[src/rtl/dmem_arbiter.sv]
// dmem_arbiter: two-master arbiter and sequencer for the single-port data memory.
// Master 0 (core load/store) has fixed priority. Master 1 (DMA/debug) is forced
// in after STARVE_LIMIT consecutive M0 grants made while M1 was waiting.
// Each access takes one IDLE grant cycle plus one ACCESS cycle. Completion is a
// registered one-cycle pulse to the winner, one cycle after ACCESS.
//
//   state  | meaning
//   IDLE   | waiting for a request; grants are combinational from the requests
//   ACCESS | latched command drives the memory for exactly one cycle
module dmem_arbiter #(
    parameter int STARVE_LIMIT = 4
) (
    input  logic        i_clk,
    input  logic        i_rst,
    input  logic        i_m0_req,
    input  logic        i_m0_we,
    input  logic [31:0] i_m0_addr,
    input  logic [31:0] i_m0_wdata,
    input  logic [2:0]  i_m0_funct3,
    output logic        o_m0_gnt,
    output logic        o_m0_rvalid,
    output logic [31:0] o_m0_rdata,
    input  logic        i_m1_req,
    input  logic        i_m1_we,
    input  logic [31:0] i_m1_addr,
    input  logic [31:0] i_m1_wdata,
    input  logic [2:0]  i_m1_funct3,
    output logic        o_m1_gnt,
    output logic        o_m1_rvalid,
    output logic [31:0] o_m1_rdata,
    output logic        o_mem_read,
    output logic        o_mem_write,
    output logic [31:0] o_mem_addr,
    output logic [31:0] o_mem_dataIn,
    output logic [2:0]  o_mem_funct3,
    input  logic [31:0] i_mem_dataOut
);

    localparam int CW = $clog2(STARVE_LIMIT + 1);
    localparam logic [CW-1:0] LIMIT = CW'(STARVE_LIMIT);

    localparam logic [0:0] S_IDLE   = 1'b0;
    localparam logic [0:0] S_ACCESS = 1'b1;

    logic [0:0]    state;
    logic [CW-1:0] starve_cnt;
    logic          force_m1;

    // Latched command of the current winner; cmd_id=1 means master 1.
    logic          cmd_id;
    logic          cmd_we;
    logic [31:0]   cmd_addr;
    logic [31:0]   cmd_wdata;
    logic [2:0]    cmd_funct3;

    assign force_m1 = (starve_cnt == LIMIT);

    // Grant decision: only in IDLE; M0 wins ties unless M1 has been starved.
    always_comb begin
        o_m0_gnt = 1'b0;
        o_m1_gnt = 1'b0;
        if (state == S_IDLE) begin
            if (i_m0_req && (!i_m1_req || !force_m1)) begin
                o_m0_gnt = 1'b1;
            end else if (i_m1_req) begin
                o_m1_gnt = 1'b1;
            end
        end
    end

    // FSM, command latch and starvation counter, all advanced on the grant edge.
    always_ff @(posedge i_clk or posedge i_rst) begin
        if (i_rst) begin
            state      <= S_IDLE;
            starve_cnt <= '0;
            cmd_id     <= 1'b0;
            cmd_we     <= 1'b0;
            cmd_addr   <= '0;
            cmd_wdata  <= '0;
            cmd_funct3 <= '0;
        end else begin
            case (state)
                S_IDLE: begin
                    if (o_m0_gnt || o_m1_gnt) begin
                        state      <= S_ACCESS;
                        cmd_id     <= o_m1_gnt;
                        cmd_we     <= o_m1_gnt ? i_m1_we     : i_m0_we;
                        cmd_addr   <= o_m1_gnt ? i_m1_addr   : i_m0_addr;
                        cmd_wdata  <= o_m1_gnt ? i_m1_wdata  : i_m0_wdata;
                        cmd_funct3 <= o_m1_gnt ? i_m1_funct3 : i_m0_funct3;
                        if (o_m1_gnt || !i_m1_req) begin
                            starve_cnt <= '0;
                        end else if (!force_m1) begin
                            starve_cnt <= starve_cnt + 1'b1;
                        end
                    end
                end
                default: begin
                    state <= S_IDLE;
                end
            endcase
        end
    end

    // Memory command is only driven during ACCESS; zero otherwise so a reset
    // mid-access drops read/write immediately.
    always_comb begin
        o_mem_read   = 1'b0;
        o_mem_write  = 1'b0;
        o_mem_addr   = '0;
        o_mem_dataIn = '0;
        o_mem_funct3 = '0;
        if (state == S_ACCESS) begin
            o_mem_read   = !cmd_we;
            o_mem_write  = cmd_we;
            o_mem_addr   = cmd_addr;
            o_mem_dataIn = cmd_wdata;
            o_mem_funct3 = cmd_funct3;
        end
    end

    // Completion: capture read data at the edge ending ACCESS; stores return 0.
    always_ff @(posedge i_clk or posedge i_rst) begin
        if (i_rst) begin
            o_m0_rvalid <= 1'b0;
            o_m1_rvalid <= 1'b0;
            o_m0_rdata  <= '0;
            o_m1_rdata  <= '0;
        end else begin
            o_m0_rvalid <= 1'b0;
            o_m1_rvalid <= 1'b0;
            if (state == S_ACCESS) begin
                if (cmd_id) begin
                    o_m1_rvalid <= 1'b1;
                    o_m1_rdata  <= cmd_we ? 32'd0 : i_mem_dataOut;
                end else begin
                    o_m0_rvalid <= 1'b1;
                    o_m0_rdata  <= cmd_we ? 32'd0 : i_mem_dataOut;
                end
            end
        end
    end

endmodule

[config.mk]
export PLATFORM = sky130hd
export DESIGN_NAME = dmem_arbiter
export DESIGN_NICKNAME = d
export VERILOG_FILES = /design/src/rtl/dmem_arbiter.sv
export SDC_FILE = /design/constraint.sdc
export NUM_CORES = 1
export LEC_CHECK = 0
export CORE_UTILIZATION = 40
export CTS_BUF_LIST = sky130_fd_sc_hd__clkbuf_2 sky130_fd_sc_hd__clkbuf_4 sky130_fd_sc_hd__clkbuf_8
export CTS_CLUSTER_DIAMETER = 200
export DETAILED_ROUTE_END_ITERATION = 10
export HOLD_SLACK_MARGIN = 0.05
export PLACE_DENSITY_LB_ADDON = 0.25
export SYNTH_ARGS = -nofsm -noshare
export SYNTH_HDL_FRONTEND = slang
export SYNTH_SLANG_ARGS = --single-unit
[constraint.sdc]
create_clock -name i_clk -period 9.8 [get_ports i_clk]
set_input_delay 1.96 -clock i_clk [delete_from_list [all_inputs] [get_ports i_clk]]
set_output_delay 1.96 -clock i_clk [all_outputs]
set_load 0.05 [all_outputs]
* Word level (Yosys, flattened, before mapping)
Index checks and enable logic that the tools add are counted. W data, S select, Z words.
Storage, ports and cells: output and inout port bits 137, flip-flop bits (word level) 139
Cells by class: muxes and demuxes 23, reductions and logical operators 11, equality and inequality tests 2, bitwise gates (word level) 2, add/subtract/negate cells 1
Operators with widths (number):
- $mux W32 | 5
- $mux W1 | 14
- $mux W3 | 4
- $reduce_and A2 Y1 | 3
- $add A3 B1 Y3 const B | 1
- $eq A3 B3 Y1 const B | 1
- $logic_not A1 Y1 | 3
- $logic_or A1 B1 Y1 | 3
- $reduce_and A3 Y1 | 1
- $ne A2 B1 Y1 const B | 1
- $not A1 Y1 | 2
- $logic_and A1 B1 Y1 | 1

* Depth between registers and ports, before layout
Gate-level depths: netlist of the first run.
word-level depth 9, gate-level depth with buffers 7

* Worst setup path after synthesis of the first run
OpenSTA, ideal clock, no wires.
kind input to output, start point input i_m0_req, end point output o_m1_gnt, arrival 2.806 ns, path buffers 2, stages on the path 5, slack 5.034 ns, path through a21bo_2 nand2_2 buf_4 buf_6 inv_1
Between the ends: word-level cells in the longest chain between the ends 3
RTL lines:
- start, declared | RTL line 15 | input logic i_m0_req,
- $logic_and A1 B1 Y1 | RTL line 63 | if (i_m0_req && (!i_m1_req || !force_m1)) begin
- $mux W1 | RTL line 63
- $mux W1 | RTL line 62 | if (state == S_IDLE) begin
- end, declared | RTL line 28 | output logic o_m1_gnt,
No other way between the ends.

* Final worst setup path of the first run
start point input i_m1_req, end point output o_m1_gnt
Between the ends: word-level cells in the longest chain between the ends 5, elaborated cells on any way between the ends 6
RTL lines:
- start, declared | RTL line 23 | input logic i_m1_req,
- $logic_not A1 Y1 | RTL line 63
- $logic_or A1 B1 Y1 | RTL line 63
- $logic_and A1 B1 Y1 | RTL line 63
- $mux W1 (*) | RTL line 63
- $mux W1 (*) | RTL line 62
Mark *: on every way between the ends. The rest lies on a longest branch, timed or not.

==> reports/qor.txt, run 1 <==
# clock sinks: 139
CP Data Required Time: 7.84 ns
Starting density of the core: 0.410
Max-cap violation count: 0
Cell mode on critical path: clkdlybuf4s50_1
Drt first-iter violations: 352
Clock insertion delay at the later pin of the skew report: 0.44 ns
CTS buffer count: 17
Row count: 45
Ys Warns: 0
Largest net degree at the start of global routing: 76
# IOs: 309
Post-DRT Antenna Nets: 0
Register-to-Register Setup Slack: 7.19 ns
Vias in the first global route: 5,723
Hold_buf cts: 0
Period utilization: 0.583
CTS clk-pin slew, worst paths: 0.08 ns
WL/cell: 17.8 um
DRC violations left: 0
Cell variety after synth: 25
# diodes: 0
DP HPWL: 13.1 mm
Arr. time, crit path: 3.75 ns
#FFs+latches synth: 139
Max Clock Skew: 0.0125 ns
Crit path kind: input pin to primary output
Post-CTS Setup Repair Bufs: 0
Final Power: 2.22 mW
Vias per inst: 5.14
Die Area: 16,100 sq um
DR pass1 iterations: 4
CTS tree: yes
Crit end category: primary output
Peak supply drop: 0.0000960 V
Worst path cell trace: clkdlybuf4s50_1, nor2b_4, nand2_2, inv_1, clkdlybuf4s50_1
Initial antenna violation count: 0
Setup violators final: 0
GR Util All Layers: 0.239
Number of port buffers: 308
WL final: 18.9 mm
Clock Tree Buf Depth: 2
RSZ-0062 raised after global routing: false
Gate Count Post-Synth: 578
Post-Syn Area: 6240 sq um
Outcome: finished, final reports clean
Pwr Density: 228 nW/um^2
Fin nets: 1,037
Mean Syn Cell Area: 10.8 sq um
Fmax: 0.175 GHz
Setup TNS: 0 ns
Die Width: 127 um
Minimum clock period: 5.71 ns
Hold Violations, Final: 0
Core area: 15,200 sq um
RD Place Congestion: 0.795
Syn Nets: 752
Share of layout cells above drive strength 1: 0.118
Worst hold-check path type: flop to flop
Most common cell after layout, fill and taps aside: clkdlybuf4s50_1
Nature of the critical path startpoint: input pin
CP max FO: 5
Crit-path slowest cell: clkdlybuf4s50_1
Vias: 5,473
Synth-to-Final Area Change: 56.4%
Slew @ Worst Pin: 1.14 ns
Commonest non-fill, non-tap cells in the layout: clkdlybuf4s50_1 (308), dfrtp_1 (138), nand2b_1 (100)
Slew Limit Fails: 0
Slew margin rel.: 0.240
Post_cts resized: 0
Root Driver: clkbuf_8
Crit-path max cell delay: 0.81 ns
Remaining Overflow, GRT: 0
Die Y: 127 um
Seq/Total Area, Yosys: 0.557
Leakage power: 3.93 nW
Htree depth: 4
First-pass GRT wire length: 29.6 mm
==> cell usage after synthesis <==
cell type,number,area share
nand3b_1,1,0.0012
inv_1,8,0.0048
buf_1,1,0.00060
a32o_1,1,0.0016
ha_1,2,0.0040
nor2b_1,1,0.0010
buf_4,1,0.0012
nand2_1,67,0.040
buf_2,17,0.014
nor2b_4,1,0.0022
and2_1,68,0.068
o221a_1,9,0.016
clkbuf_1,26,0.016
nand2b_1,101,0.10
o221a_2,59,0.11
nand2_2,1,0.0010
dfrtp_1,139,0.56
buf_6,1,0.0018
nor2_1,4,0.0024
o21ai_0,64,0.051
o22ai_1,2,0.0020
a22o_1,1,0.0014
nand3_1,1,0.00080
o21bai_2,1,0.0018
a21bo_2,1,0.0016
==> worst paths after layout <==
check                                       to  cells after the start            from
worst min register to register  o_m0_rdata[23]                      2  o_m0_rdata[23]
min in group asynchronous        o_m1_rdata[8]                      2           i_rst
worst max-delay path                  o_m1_gnt                      5        i_m1_req
max in group asynchronous        cmd_wdata[20]                      3           i_rst
worst max register to register     cmd_addr[5]                      4           state
worst min-delay path            o_m0_rdata[23]                      2  o_m0_rdata[23]
==> area by class of cell <==
type / instances / area [sq um]
sequential: 139 / 3480
clock inverter: 15 / 126
tap: 188 / 235
inverter: 8 / 35.0
timing repair buffer: 312 / 3110
fill: 1224 / 5440
multi-input combinational: 385 / 2540
clock buffer: 17 / 234
==> power breakdown <==
part,internal (mW),switching (mW)
clock,0.183,0.248
sequential,0.700,0.0807
combinational,0.384,0.627
==> per-layer routing <==
| layer | part of all wire | vias to the layer above | global-route usage | routed length [um] |
|---|---|---|---|---|
| met3 | 0.068 | 27 | 0.0687 | 1280 |
| met4 | 0.024 | 0 | 0.0959 | 450 |
| met1 | 0.41 | 2669 | 0.283 | 7720 |
| li1 | - | 2552 | - | - |
| met5 | 0 | - | 0 | 0 |
| met2 | 0.50 | 225 | 0.409 | 9440 |
==> logic make-up (layout without fill, tap and decap cells) <==
family | after synthesis | count (layout) | share of synthesized area
adders and majority gates | 2 | 2 | 0.00401
AOI/OAI and AO/OA | 138 | 138 | 0.182
and+or+nand+nor | 245 | 245 | 0.218
DFF | 139 | 139 | 0.557
buffers and inverters | 54 | 352 | 0.0377
==> through the flow <==
step                      hold slack, ns  cells  utilization  instance area (sq um)  setup slack (ns)
after global routing               0.518   1064        0.642                   9760              4.01
final                              0.484   1064        0.642                   9760              4.09
after CTS                          0.489   1064        0.642                   9760              4.07
after detailed placement           0.470   1032        0.618                   9400              4.08
after floorplan                    0.480    578            -                   6240              4.12
after global placement             0.462   1032        0.618                   9400              4.09
==> registers in the layout, summed over array words and instances (netlist names), 3 cells and up <==
signal and cells:
starve_cnt 3, o_m0_rdata 32, cmd_addr 32, o_m1_rdata 32, cmd_funct3 3, cmd_wdata 32
==> worst max-delay path: cells and delay by family <==
kind | cells | cell delay [ns]
AND/OR/NAND/NOR | 2 | 0.33
buffers and inverters | 3 | 1.47
Note: power is estimated with default switching activity, not from simulation.
==> inputs of run 2 (changes only) <==
==> constraint.sdc (replaced) <==
create_clock -name i_clk -period 5.7 [get_ports i_clk]
set_input_delay 1.14 -clock i_clk [delete_from_list [all_inputs] [get_ports i_clk]]
set_output_delay 1.14 -clock i_clk [all_outputs]
set_load 0.05 [all_outputs]
==> reports/qor.txt, run 2 (synthesis results as in run 1) <==
Outcome: finished, final reports clean
Htree depth: 4
Nature of the critical path startpoint: input pin
CTS buffer count: 17
# IOs: 309
CTS clk-pin slew, worst paths: 0.08 ns
Setup violators final: 0
Max-cap violation count: 0
Largest net degree at the start of global routing: 102
R2R depth: 3
Max Clock Skew: 0.0108 ns
Crit end category: primary output
Fin nets: 1,037
Drt first-iter violations: 364
Final Power: 3.90 mW
DR pass1 iterations: 4
Clock insertion delay at the later pin of the skew report: 0.43 ns
Root Driver: clkbuf_8
Vias in the first global route: 5,678
Pre-CTS WS: 1.61 ns
Hold Violations, Final: 0
Die Area: 16,100 sq um
CP Data Required Time: 4.56 ns
Worst hold-check path type: flop to flop
Remaining Overflow, GRT: 0
Share of layout cells above drive strength 1: 0.118
R2R Path End: o_m1_rdata[11]
Arr. time, crit path: 2.92 ns
Cell total after placement: 1,032
Design Area, Final: 9810 sq um
Fin worst setup slack: 1.64 ns
Initial antenna violation count: 0
Hold_buf cts: 0
Hold Path Depth: 2
RSZ-0062 raised after global routing: false
Non-filler cells in the finished layout: 1,064
Starting density of the core: 0.410
Post-DRT Antenna Nets: 0
DP HPWL: 12.8 mm
Die Y: 127 um
# clock sinks: 139
Slew @ Worst Pin: 1.20 ns
Clock Tree Buf Depth: 2
Internal power: 2.28 mW
WL/cell: 17.7 um
Die Width: 127 um
Placed Instance Area: 9400 sq um
Post-CTS Setup Repair Bufs: 0
Synth-to-Final Area Change: 57.2%
RD Place Congestion: 0.767
Clock network fraction of design power: 0.210
Vias per inst: 5.13
Hold path startpoint: o_m0_rdata[10]
Leakage power: 3.96 nW
Peak supply drop: 0.000164 V
Register-to-Register Setup Slack: 3.10 ns
Slew margin rel.: 0.199
Number of port buffers: 308
Setup TNS: 0 ns
Reg-to-Reg Start: state
Switch share: 0.416
Comb pwr share: 0.445
P_sw: 1.62 mW
Crit path kind: input pin to primary output
Commonest non-fill, non-tap cells in the layout: clkdlybuf4s50_1 (308), dfrtp_1 (138), nand2b_1 (100)
Most common cell after layout, fill and taps aside: clkdlybuf4s50_1
Pwr Density: 397 nW/um^2
Row count: 45
Min-Delay Endpoint: o_m0_rdata[10]
CP max FO: 5
Period utilization: 0.713
Slew Limit Fails: 0
Reg power frac: 0.345
DRC violations left: 0
WL final: 18.8 mm
Vias: 5,460
CTS tree: yes
Minimum clock period: 4.06 ns
Post_cts resized: 0
First-pass GRT wire length: 29.6 mm
# diodes: 0
GR Util All Layers: 0.238
Core area: 15,200 sq um
Fmax: 0.246 GHz
## run 2: cell count changes in the layout (fill, tap and decap cells not counted)
| cell | before | now |
|---|---|---|
| clkinv_4 | 0 | 3 |
| bufinv_16 | 0 | 2 |
| clkinvlp_4 | 5 | 3 |
| clkbuf_8 | 17 | 18 |
| inv_6 | 8 | 4 |
## run 2: layout make-up
type | instances | area [sq um]
Fill cell | 1228 | 5390
Sequential cell | 139 | 3480
Timing Repair Buffer | 312 | 3110
Multi-Input combinational cell | 385 | 2540
Clock buffer | 18 | 248
Tap cell | 188 | 235
Clock inverter | 14 | 163
Inverter | 8 | 35.0
## run 2: power by group through the flow
stage	Clock [mW]	Combinational, mW	Sequential (mW)
floorplan	0	0.696	1.76
global placement	0	1.72	1.35
detailed placement	0	1.75	1.36
CTS	0.848	1.75	1.35
global route	0.890	1.82	1.38
finish	0.819	1.73	1.35
## run 2: worst max-delay path, stage by stage
cell and delay [ns]:
clkdlybuf4s50_1 0.59, nor2b_4 0.21, nand2_2 0.08, inv_1 0.05, clkdlybuf4s50_1 0.84
## run 2: how the worst max path moves through the flow
stage	start	endpoint	slack, ns	depth (start not counted)
floorplan	i_rst	cmd_addr[0]	0.84	1
global placement	i_m1_req	o_m1_gnt	1.62	5
detailed placement	i_m1_req	o_m1_gnt	1.61	5
CTS	i_m1_req	o_m1_gnt	1.62	5
global route	i_m1_req	o_m1_gnt	1.55	5
finish	i_m1_req	o_m1_gnt	1.64	5
## run 2: stage by stage
stage | hold WS (ns) | utilization
after CTS | 0.493 | 0.645
after global routing | 0.517 | 0.645
after detailed placement | 0.475 | 0.618
final | 0.485 | 0.645
after global placement | 0.463 | 0.618
after floorplan | 0.480 | -
## run 2: layer usage
layer  up-vias  GRT usage  wire (um)
met3        16     0.0679       1320
met5         -          0          0
met4         0     0.0924        300
li1       2561          -          -
met1      2658      0.281       7630
met2       225      0.410       9530
